**src/rtl/seg7_scan_decoder_if.sv**
```systemverilog
// Bus bundle between a scanned 7-segment display and its reader.
// SEG7_DP_EN adds the decimal-point input and the per-digit dp result.
interface seg7_scan_decoder_if #(
  parameter int NUM_DIGITS = 4
);
  logic [6:0]              seg_in;
  logic [NUM_DIGITS-1:0]   an_in;
  logic                    clear;
  logic [4*NUM_DIGITS-1:0] bcd_out;
  logic [NUM_DIGITS-1:0]   blank_out;
  logic [NUM_DIGITS-1:0]   err_out;
  logic                    frame_valid;
`ifdef SEG7_DP_EN
  logic                    dp_in;
  logic [NUM_DIGITS-1:0]   dp_out;

  modport master (
    output seg_in, an_in, dp_in, clear,
    input  bcd_out, blank_out, err_out, dp_out, frame_valid
  );
  modport slave (
    input  seg_in, an_in, dp_in, clear,
    output bcd_out, blank_out, err_out, dp_out, frame_valid
  );
`else
  modport master (
    output seg_in, an_in, clear,
    input  bcd_out, blank_out, err_out, frame_valid
  );
  modport slave (
    input  seg_in, an_in, clear,
    output bcd_out, blank_out, err_out, frame_valid
  );
`endif
endinterface

```
**src/rtl/seg7_scan_decoder.sv**
```systemverilog
// Samples a scanned active-low 7-segment display, debounces each digit slot and decodes it to BCD.
// Optional decimal-point capture is enabled by defining SEG7_DP_EN.
module seg7_scan_decoder #(
  parameter int NUM_DIGITS    = 4,
  parameter int STABLE_CYCLES = 4
) (
  input  logic               clk,
  input  logic               reset_n,
  seg7_scan_decoder_if.slave bus
);

`ifdef SEG7_DP_EN
  localparam int SW = NUM_DIGITS + 8;
`else
  localparam int SW = NUM_DIGITS + 7;
`endif
  localparam logic [7:0] CNT_MAX = 8'(STABLE_CYCLES);

  typedef struct packed {
    logic [3:0] bcd;
    logic       blank;
    logic       err;
  } dec_t;

  function automatic dec_t decode(input logic [6:0] seg);
    dec_t r;
    r = '{bcd: 4'h0, blank: 1'b0, err: 1'b0};
    case (seg)
      7'b0000001: r.bcd = 4'd0;
      7'b1001111: r.bcd = 4'd1;
      7'b0010010: r.bcd = 4'd2;
      7'b0000110: r.bcd = 4'd3;
      7'b1001100: r.bcd = 4'd4;
      7'b0100100: r.bcd = 4'd5;
      7'b0100000: r.bcd = 4'd6;
      7'b0001111: r.bcd = 4'd7;
      7'b0000000: r.bcd = 4'd8;
      7'b0000100: r.bcd = 4'd9;
      7'b1111111: r.blank = 1'b1;
      default: begin
        r.bcd = 4'hF;
        r.err = 1'b1;
      end
    endcase
    return r;
  endfunction

  logic [SW-1:0]           pins;
  logic [SW-1:0]           sample_q;
  logic [SW-1:0]           prev_q;
  logic [7:0]              cnt_q, cnt_d;
  logic                    committed_q, committed_d;
  logic [NUM_DIGITS-1:0]   seen_q, seen_d;
  logic [4*NUM_DIGITS-1:0] bcd_q, bcd_d;
  logic [NUM_DIGITS-1:0]   blank_q, blank_d;
  logic [NUM_DIGITS-1:0]   err_q, err_d;
  logic                    frame_q, frame_d;
`ifdef SEG7_DP_EN
  logic [NUM_DIGITS-1:0]   dp_q, dp_d;
`endif

  logic [NUM_DIGITS-1:0]   an_s;
  logic [6:0]              seg_s;
  logic [3:0]              low_cnt;
  logic                    slot;
  logic                    same;
  logic                    commit;
  dec_t                    dec;
  logic [NUM_DIGITS-1:0]   seen_hit;

`ifdef SEG7_DP_EN
  assign pins = {bus.an_in, bus.dp_in, bus.seg_in};
`else
  assign pins = {bus.an_in, bus.seg_in};
`endif

  assign an_s     = sample_q[SW-1 -: NUM_DIGITS];
  assign seg_s    = sample_q[6:0];
  assign same     = (sample_q == prev_q);
  assign slot     = (low_cnt == 4'd1);
  assign dec      = decode(seg_s);
  assign seen_hit = seen_q | ~an_s;

  // A slot is a sample with exactly one digit enable low; anything else is a gap.
  always_comb begin
    low_cnt = 4'd0;
    for (int k = 0; k < NUM_DIGITS; k++) begin
      if (!an_s[k]) low_cnt = low_cnt + 4'd1;
    end
  end

  always_comb begin
    cnt_d       = cnt_q;
    committed_d = committed_q;
    seen_d      = seen_q;
    bcd_d       = bcd_q;
    blank_d     = blank_q;
    err_d       = err_q;
    frame_d     = 1'b0;
    commit      = 1'b0;
`ifdef SEG7_DP_EN
    dp_d        = dp_q;
`endif

    if (same && slot) begin
      cnt_d = (cnt_q >= CNT_MAX) ? CNT_MAX : cnt_q + 8'd1;
    end else begin
      cnt_d = slot ? 8'd1 : 8'd0;
    end
    if (!same) committed_d = 1'b0;

    // Saturated counter plus the committed flag gives exactly one commit per run.
    commit = slot && (cnt_d == CNT_MAX) && !committed_d;

    if (commit) begin
      committed_d = 1'b1;
      for (int k = 0; k < NUM_DIGITS; k++) begin
        if (!an_s[k]) begin
          bcd_d[4*k +: 4] = dec.bcd;
          blank_d[k]      = dec.blank;
          err_d[k]        = dec.err;
`ifdef SEG7_DP_EN
          dp_d[k]         = ~sample_q[7];
`endif
        end
      end
      if (&seen_hit) begin
        seen_d  = '0;
        frame_d = 1'b1;
      end else begin
        seen_d  = seen_hit;
      end
    end

    // Clear overrides any commit or frame completion on the same edge.
    if (bus.clear) begin
      cnt_d       = 8'd0;
      committed_d = 1'b0;
      seen_d      = '0;
      err_d       = '0;
      frame_d     = 1'b0;
      bcd_d       = bcd_q;
      blank_d     = blank_q;
`ifdef SEG7_DP_EN
      dp_d        = dp_q;
`endif
    end
  end

  always_ff @(posedge clk or negedge reset_n) begin
    if (!reset_n) begin
      sample_q    <= '1;
      prev_q      <= '1;
      cnt_q       <= 8'd0;
      committed_q <= 1'b0;
      seen_q      <= '0;
      bcd_q       <= '0;
      blank_q     <= '1;
      err_q       <= '0;
      frame_q     <= 1'b0;
`ifdef SEG7_DP_EN
      dp_q        <= '0;
`endif
    end else begin
      sample_q    <= pins;
      prev_q      <= sample_q;
      cnt_q       <= cnt_d;
      committed_q <= committed_d;
      seen_q      <= seen_d;
      bcd_q       <= bcd_d;
      blank_q     <= blank_d;
      err_q       <= err_d;
      frame_q     <= frame_d;
`ifdef SEG7_DP_EN
      dp_q        <= dp_d;
`endif
    end
  end

  assign bus.bcd_out     = bcd_q;
  assign bus.blank_out   = blank_q;
  assign bus.err_out     = err_q;
  assign bus.frame_valid = frame_q;
`ifdef SEG7_DP_EN
  assign bus.dp_out      = dp_q;
`endif

endmodule

```
**src/flat_wrapper.sv**
```systemverilog
// flat-port wrapper written by rule: the top's interface ports become plain ports
module seg7_scan_decoder_flat 
#(
  parameter int NUM_DIGITS    = 4,
  parameter int STABLE_CYCLES = 4
)
  (clk, reset_n, bus_seg_in, bus_an_in, bus_clear, bus_bcd_out, bus_blank_out, bus_err_out, bus_frame_valid);
  seg7_scan_decoder_if #(.NUM_DIGITS(NUM_DIGITS)) bus_i ();
  input  logic clk;
  input  logic reset_n;
  input wire logic [$bits(bus_i.seg_in)-1:0] bus_seg_in;
  input wire logic [$bits(bus_i.an_in)-1:0] bus_an_in;
  input wire logic [$bits(bus_i.clear)-1:0] bus_clear;
  output wire logic [$bits(bus_i.bcd_out)-1:0] bus_bcd_out;
  output wire logic [$bits(bus_i.blank_out)-1:0] bus_blank_out;
  output wire logic [$bits(bus_i.err_out)-1:0] bus_err_out;
  output wire logic [$bits(bus_i.frame_valid)-1:0] bus_frame_valid;
  assign bus_i.seg_in = bus_seg_in;
  assign bus_i.an_in = bus_an_in;
  assign bus_i.clear = bus_clear;
  assign bus_bcd_out = bus_i.bcd_out;
  assign bus_blank_out = bus_i.blank_out;
  assign bus_err_out = bus_i.err_out;
  assign bus_frame_valid = bus_i.frame_valid;
  seg7_scan_decoder #(.NUM_DIGITS(NUM_DIGITS), .STABLE_CYCLES(STABLE_CYCLES)) u_core (.clk(clk), .reset_n(reset_n), .bus(bus_i));
endmodule
```
**config.mk**
```make
export PLATFORM = sky130hd
export DESIGN_NAME = seg7_scan_decoder_flat
export DESIGN_NICKNAME = d
export VERILOG_FILES = /design/src/rtl/seg7_scan_decoder_if.sv /design/src/rtl/seg7_scan_decoder.sv /design/src/flat_wrapper.sv
export SDC_FILE = /design/constraint.sdc
export NUM_CORES = 1
export LEC_CHECK = 0
export BUFFER_PORTS_ARGS = -buffer_cell sky130_fd_sc_hd__buf_2
export CORE_ASPECT_RATIO = 0.6
export CORE_MARGIN = 4
export CORE_UTILIZATION = 35
export DETAILED_ROUTE_END_ITERATION = 12
export GPL_ROUTABILITY_DRIVEN = 0
export SLEW_MARGIN = 15
export SYNTH_ARGS = -nofsm -noshare
export SYNTH_HDL_FRONTEND = slang
export SYNTH_SLANG_ARGS = --single-unit
```
**constraint.sdc**
```tcl
create_clock -name clk -period 3.47 [get_ports clk]
set_input_delay 0.694 -clock clk [delete_from_list [all_inputs] [get_ports clk]]
set_output_delay 0.694 -clock clk [all_outputs]
set_load 0.005 [all_outputs]
```
==> run_results.csv, run 1 <==
group,metric,value,unit
placement,place_ws,0.392,ns
sta,setup_violations,0,
yosys,synth_cell_type_count,51,
worst_setup_path,critPathMaxFanout,15,
clock_tree,holdBufCountCts,0,
sta,worst_slew_pin_slew,0.895,ns
floorplan,effective_utilization_at_floorplan,37.0,%
worst_setup_path,timing_worst_setup_path_type,"flip-flop to flip-flop",
route,detail_route.first_pass.iterations,4,
sta,timing.max_slew.rel_slack,39.5,%
sta,finalWorstSetupSlack,0.360,ns
sta,finalClockSkew,0.00516,ns
global_routing,grt_start_max_net_pins,30,
yosys,postSynthCellCount,208,
power_and_ir_drop,power.sequential.fraction,45.6,%
power_and_ir_drop,p_int,1290,µW
sta,final_min_period_over_clock_period,89.6,%
route,totalWireLength,5350,µm
placement,portBuffers,38,
finish,layout.filler_cells,704,
global_routing,grt.total_usage,13.0,%
worst_setup_path,worst-r2r-setup-slack,0.36,ns
yosys,synth.cell_area,2760,µm²
floorplan,row_count,24,
yosys,synth_warnings,0,
run,max_cap_viol_count,0,
finish,antennaDiodeCount,0,
clock_tree,maximum_count_of_clock_buffers_along_a_single_path,2,
floorplan,floorplan.die.width,123,µm
worst_setup_path,cp_cell_sequence,"inv_1 -> ha_1 -> xnor2_1 -> ha_1 -> nor3b_1 -> a31oi_1 -> o31a_4 -> or4_4 -> mux2_4",
sta,fin_crit,3.11,ns
worst_setup_path,critPathLaunchType,"flip-flop",
floorplan,die-height,76.7,µm
clock_tree,cts_resized,0,
outcome,run_status,"finished clean",
route,dr_total_vias,1699,
sta,timing.final.max_slew_violations,0,
worst_setup_path,critPathSlowestCell,"or4_4",
route,detail_route.iter0.violations,64,
yosys,ys_top_cells_by_area,"dfrtp_1 31%, dfstp_2 25%, mux2_2 5.7%",
clock_tree,post_cts_setup_inserts,0,
worst_setup_path,worst_setup_path_end_kind,"flip-flop",
worst_setup_path,critical-path-top-delay-family,"simple AND/OR/NAND/NOR gates",
finish,area_delta_synth_final,19.8,%
sta,timing.final.hold_violations,0,
finish,drive_above_1_share,43.2,%
power_and_ir_drop,sw_share,22.0,%
clock_tree,number_of_cts_inserted_buffers,9,
worst_setup_path,critPathRequiredTime,3.68,ns
power_and_ir_drop,power_density,500,nW/µm²
clock_tree,htree_num_levels,3,
route,route.antenna.remaining_nets,0,
finish,layout.nets,271,
yosys,synthesis.area_per_instance,13.2,µm²
sta,fmax,322,MHz
yosys,ys_async_sr_fraction,100,%
global_routing,grt_first_pass_wirelength,9250,µm
yosys,synth.top_cell.area_share,30.9,%
clock_tree,tritoncts,"built",
route,remaining_drcs,0,
sta,rsz0062_at_grt,"no",
clock_tree,numClockSinks,60,
hold_path,holdCritPathClass,"primary input to asynchronous set/reset pin",
power_and_ir_drop,clock_power_share,48.4,%
yosys,edff_count_synth,0,
yosys,ys_ff_latch,60,
clock_tree,clkLatencyLatePin,0.33,ns
placement,post-dp-hpwl,3870,µm
power_and_ir_drop,power_switching,363,µW
worst_setup_path,crit_path_max_incr_delay,0.61,ns
worst_setup_path,cpMostUsedCell,"ha_1",
route,avgViaCountPerCell,4.71,
sta,setup_total_negative_slack,0,ns
clock_tree,clockRootBuffer,"clkbuf_16",
global_routing,via_count_of_the_first_global_routing_pass,1764,
route,post_drt_wl_per_cell,14.8,µm
yosys,postSynth.topFlopCell,"dfrtp_1",
clock_tree,worst_setup_hold_path_clk_slew,0.05,ns
global_routing,grt.overflow.total,0,
worst_setup_path,timing.critical_path.arrival,3.32,ns
worst_setup_path,critical_path_buf_inv_count,1,
power_and_ir_drop,power_frac_comb,6.0,%
floorplan,pin_count,39,
global_routing,grt_antenna_before_repair,0,
yosys,seq_area_frac_synth,55.7,%
yosys,yosysTopAreaCell,"dfrtp_1",
power_and_ir_drop,power_leakage,0.00150,µW
floorplan,coreArea,7450,µm²
floorplan,die_footprint,9400,µm²
power_and_ir_drop,power.ir.vdd_worst,0.000238,V
[layout by cell type (no fill, tap or decap), drive strengths merged, types with 2 or more instances in the layout]
| cell type | Yosys | routed |
|---|---|---|
| a21oi | 4 | 4 |
| a221oi | 4 | 4 |
| a31oi | 2 | 2 |
| buf | 9 | 40 |
| clkbuf | 2 | 14 |
| clkinv | 0 | 2 |
| conb | 1 | 5 |
| dfrtp | 34 | 34 |
| dfstp | 26 | 26 |
| ha | 5 | 5 |
| inv | 12 | 12 |
| mux2 | 20 | 20 |
| mux2i | 4 | 4 |
| nand2 | 3 | 3 |
| nand2b | 5 | 5 |
| nand3 | 2 | 2 |
| nor2 | 10 | 10 |
| nor3 | 6 | 6 |
| nor3b | 3 | 3 |
| nor4 | 6 | 6 |
| nor4b | 4 | 4 |
| o21ai | 6 | 6 |
| o22ai | 2 | 2 |
| or3 | 4 | 4 |
| or4 | 6 | 6 |
| xnor2 | 3 | 3 |
| xor2 | 11 | 11 |
[Yosys cell counts (5+ instances only)]
library cell  count
mux2_4            5
xor2_1           10
inv_1            12
dfstp_2          26
dfrtp_1          34
nor3_1            5
ha_1              5
nor2_1           10
mux2_2           14
or4_1             5
nand2b_1          5
[cell type report]
class                           instances  area (µm²)  area share (%)
Inverter                               12        45.0            1.37
Clock buffer                           14         264            8.00
Multi-Input combinational cell        129        1110            33.7
Tap cell                              104         130            3.94
Timing Repair Buffer                   40         205            6.22
Clock inverter                          2        10.0           0.303
Sequential cell                        60        1530            46.5
[state kept, by name, summed over array words and instances (netlist names)]
name                    flops
u_core.bus.frame_valid      1
u_core.bus.blank_out        4
u_core.cnt_q                8
u_core.prev_q              11
u_core.bus.err_out          4
u_core.seen_q               4
u_core.sample_q            11
u_core.committed_q          1
u_core.bus.bcd_out         16
[metal layers]
| layer | GRT usage, % | wire length [µm] | vias to the layer above |
|---|---|---|---|
| li1 | - | - | 822 |
| met1 | 18.8 | 2830 | 829 |
| met2 | 16.4 | 2130 | 40 |
| met3 | 5.74 | 297 | 8 |
| met4 | 5.70 | 80 | 0 |
| met5 | 0 | 0 | - |
[power groups by stage]
| stage | combinational, µW | sequential [µW] | clock (µW) |
|---|---|---|---|
| 6_report | 99.5 | 752 | 799 |
| 2_1_floorplan | 76.2 | 749 | 0 |
| 5_1_grt | 112 | 755 | 863 |
| 4_1_cts | 102 | 752 | 826 |
| 3_3_place_gp | 100 | 761 | 0 |
| 3_5_place_dp | 101 | 762 | 0 |
[cells by family after synthesis]
logic type,Yosys count,share of synthesized area (%)
adder cells (fa/ha/maj),5,2.27
XOR/XNOR,14,4.72
AO/OA/AOI/OAI,25,6.49
multiplexers,24,10.3
flip-flops,60,55.7
AND/OR/NAND/NOR,56,15.8
buffers and inverters,23,4.54
other,1,0.136
[stage by stage]
step	cell area, µm²	instances	hold slack (ns)	utilization, %	total power (µW)
6_report	3300	361	0.396	44.3	1650
4_1_cts	3300	361	0.410	44.3	1680
2_1_floorplan	2770	212	0.352	-	826
3_3_place_gp	3030	345	0.401	40.6	861
3_5_place_dp	3030	345	0.404	40.6	863
5_1_grt	3300	361	0.425	44.3	1730
[final timing paths]
| kind | cells past startpoint | to | from |
|---|---|---|---|
| hold reg to reg | 0 | u_core.prev_q[10] | u_core.sample_q[10] |
| max in group asynchronous | 2 | u_core.bus.blank_out[3] | reset_n |
| setup / recovery | 9 | u_core.bus.bcd_out[14] | u_core.sample_q[7] |
| setup reg to reg | 9 | u_core.bus.bcd_out[14] | u_core.sample_q[7] |
| hold / removal | 1 | u_core.bus.bcd_out[9] | reset_n |
| min in group clk | 0 | u_core.prev_q[10] | u_core.sample_q[10] |
[worst reg2reg max path, cell delays in order, from the launching register on]
cell     delay [ns]
dfstp_2        0.60
inv_1          0.08
ha_1           0.36
xnor2_1        0.16
ha_1           0.22
nor3b_1        0.19
a31oi_1        0.07
o31a_4         0.38
or4_4          0.61
mux2_4         0.32
(Power assumes the default switching activity.)
==> run 2: changes to the inputs <==
--- a/config.mk
+++ b/config.mk
@@ -11,6 +11,7 @@
 export CORE_UTILIZATION = 35
 export DETAILED_ROUTE_END_ITERATION = 12
 export GPL_ROUTABILITY_DRIVEN = 0
+export RECOVER_POWER = 100
 export SLEW_MARGIN = 15
 export SYNTH_ARGS = -nofsm -noshare
 export SYNTH_HDL_FRONTEND = slang
==> run_results.csv, run 2 (synthesis results as in run 1) <==
group,metric,value,unit
sta,fin_crit,3.19,ns
clock_tree,maximum_count_of_clock_buffers_along_a_single_path,2,
clock_tree,tritoncts,"built",
floorplan,row_count,24,
floorplan,die-height,76.7,µm
route,route.antenna.remaining_nets,0,
power_and_ir_drop,power_density,503,nW/µm²
route,totalWireLength,5380,µm
worst_setup_path,worst_setup_path_end_kind,"flip-flop",
route,remaining_drcs,0,
worst_setup_path,r2r_cells,9,
clock_tree,post_cts_setup_inserts,0,
power_and_ir_drop,power.ir.vdd_worst,0.000237,V
clock_tree,number_of_cts_inserted_buffers,9,
worst_setup_path,critPathLaunchType,"flip-flop",
outcome,run_status,"finished with violations",
worst_setup_path,worst-r2r-setup-slack,0.28,ns
worst_setup_path,crit_path_max_incr_delay,0.64,ns
clock_tree,holdBufCountCts,0,
sta,final_min_period_over_clock_period,92.1,%
run,max_cap_viol_count,1,
sta,final.hold.worst_slack,0.460,ns
placement,place_area,3030,µm²
route,dr_total_vias,1706,
finish,layout.nets,271,
sta,fmax,313,MHz
sta,timing.max_slew.rel_slack,-1.60,%
global_routing,grt_start_max_net_pins,30,
worst_setup_path,critical_path.reg2reg.startpoint,"u_core.sample_q[7]",
worst_setup_path,timing.critical_path.arrival,3.40,ns
finish,drive_above_1_share,32.3,%
power_and_ir_drop,power_leakage,0.00144,µW
global_routing,grt_first_pass_wirelength,9250,µm
hold_path,holdCritPathClass,"flip-flop to flip-flop",
finish,final_core_utilization,44.0,%
worst_setup_path,worst_r2r_dst,"u_core.bus.bcd_out[14]",
sta,worst_slew_pin_slew,1.52,ns
clock_tree,clockRootBuffer,"clkbuf_16",
placement,post-dp-hpwl,3870,µm
hold_path,hold-path-cell-count,0,
sta,timing.final.max_slew_violations,30,
global_routing,grt.overflow.total,0,
finish,layout.cells.most_common_list,"34 x dfrtp_1, 26 x buf_2, 17 x clkbuf_1",
route,post_drt_wl_per_cell,14.9,µm
global_routing,grt.total_usage,13.0,%
hold_path,worst_hold_startpoint,"u_core.sample_q[5]",
floorplan,effective_utilization_at_floorplan,37.0,%
clock_tree,numClockSinks,60,
finish,area_delta_synth_final,18.9,%
placement,portBuffers,38,
floorplan,coreArea,7450,µm²
route,detail_route.first_pass.iterations,4,
floorplan,floorplan.die.width,123,µm
worst_setup_path,critPathMaxFanout,15,
finish,layout.filler_cells,711,
finish,postLayoutCellArea,3280,µm²
worst_setup_path,critPathSlowestCell,"dfstp_1",
power_and_ir_drop,power.total,1650,µW
clock_tree,htree_num_levels,3,
route,avgViaCountPerCell,4.73,
sta,setup_total_negative_slack,0,ns
sta,timing.final.hold_violations,0,
floorplan,die_footprint,9400,µm²
outcome,failed_checks,"max-capacitance violations, max-slew violations",
worst_setup_path,cpMostUsedCell,"ha_1",
global_routing,grt_antenna_before_repair,0,
clock_tree,worst_setup_hold_path_clk_slew,0.05,ns
worst_setup_path,critPathRequiredTime,3.68,ns
floorplan,pin_count,39,
worst_setup_path,cp_cell_sequence,"inv_1 -> ha_1 -> xnor2_1 -> ha_1 -> nor3b_1 -> a31oi_1 -> o31a_4 -> or4_4 -> mux2_4",
finish,antennaDiodeCount,0,
clock_tree,clkLatencyLatePin,0.33,ns
worst_setup_path,timing_worst_setup_path_type,"flip-flop to flip-flop",
global_routing,via_count_of_the_first_global_routing_pass,1764,
clock_tree,cts_resized,0,
hold_path,hold_path_end,"u_core.prev_q[5]",
sta,rsz0062_at_grt,"no",
route,detail_route.iter0.violations,66,
sta,finalClockSkew,0.00492,ns
finish,layout_commonest_cell,"dfrtp_1",
sta,setup_violations,0,
finish,largest_register_ffs,16,
==> run 2: critical path: cells and delay by family, from the launching register on <==
family / cells / cell delay [ns]
AO/OA/AOI/OAI: 2 / 0.45
adder cells (fa/ha/maj): 2 / 0.60
multiplexers: 1 / 0.32
buffers and inverters: 1 / 0.10
flip-flops: 1 / 0.64
AND/OR/NAND/NOR: 2 / 0.80
XOR/XNOR: 1 / 0.16
==> run 2: final cells by class <==
class / instances / area [µm²] / share of cell area [%]
multi-input combinational: 129 / 1110 / 33.9
clock inverter: 2 / 10.0 / 0.305
sequential: 60 / 1530 / 46.8
timing repair buffer: 40 / 183 / 5.57
clock buffer: 14 / 264 / 8.06
inverter: 12 / 45.0 / 1.37
tap: 104 / 130 / 3.97
==> run 2: worst max-delay path by stage <==
stage                  startpoint                endpoint  slack (ns)  cells after the start
3_3_place_gp   u_core.sample_q[7]  u_core.bus.bcd_out[13]        0.43                      9
2_1_floorplan  u_core.sample_q[7]  u_core.bus.bcd_out[12]        0.53                     10
4_1_cts        u_core.sample_q[7]  u_core.bus.bcd_out[14]        0.37                      9
5_1_grt        u_core.sample_q[7]  u_core.bus.bcd_out[14]        0.14                      9
3_5_place_dp   u_core.sample_q[7]  u_core.bus.bcd_out[14]        0.39                      9
6_report       u_core.sample_q[7]  u_core.bus.bcd_out[14]        0.28                      9
==> run 2: report_power, final <==
group	switching [µW]	leakage (µW)	internal [µW]	total [µW]
clock	283	0.000137	518	801
sequential	21.6	0.000730	727	749
combinational	61.2	0.000568	37.0	98.2
total	366	0.00144	1280	1650
==> run 2: through the flow <==
stage | cells | setup slack [ns]
detailed placement | 345 | 0.392
CTS | 361 | 0.373
global placement | 345 | 0.426
global route | 361 | 0.141
finish | 361 | 0.275
floorplan | 212 | 0.525
==> run 2: layer usage <==
| metal | track usage [%] | routed length (µm) | up-vias |
|---|---|---|---|
| met5 | 0 | 0 | - |
| li1 | - | - | 819 |
| met1 | 18.8 | 2850 | 830 |
| met3 | 5.74 | 345 | 7 |
| met4 | 5.70 | 60 | 0 |
| met2 | 16.4 | 2130 | 50 |
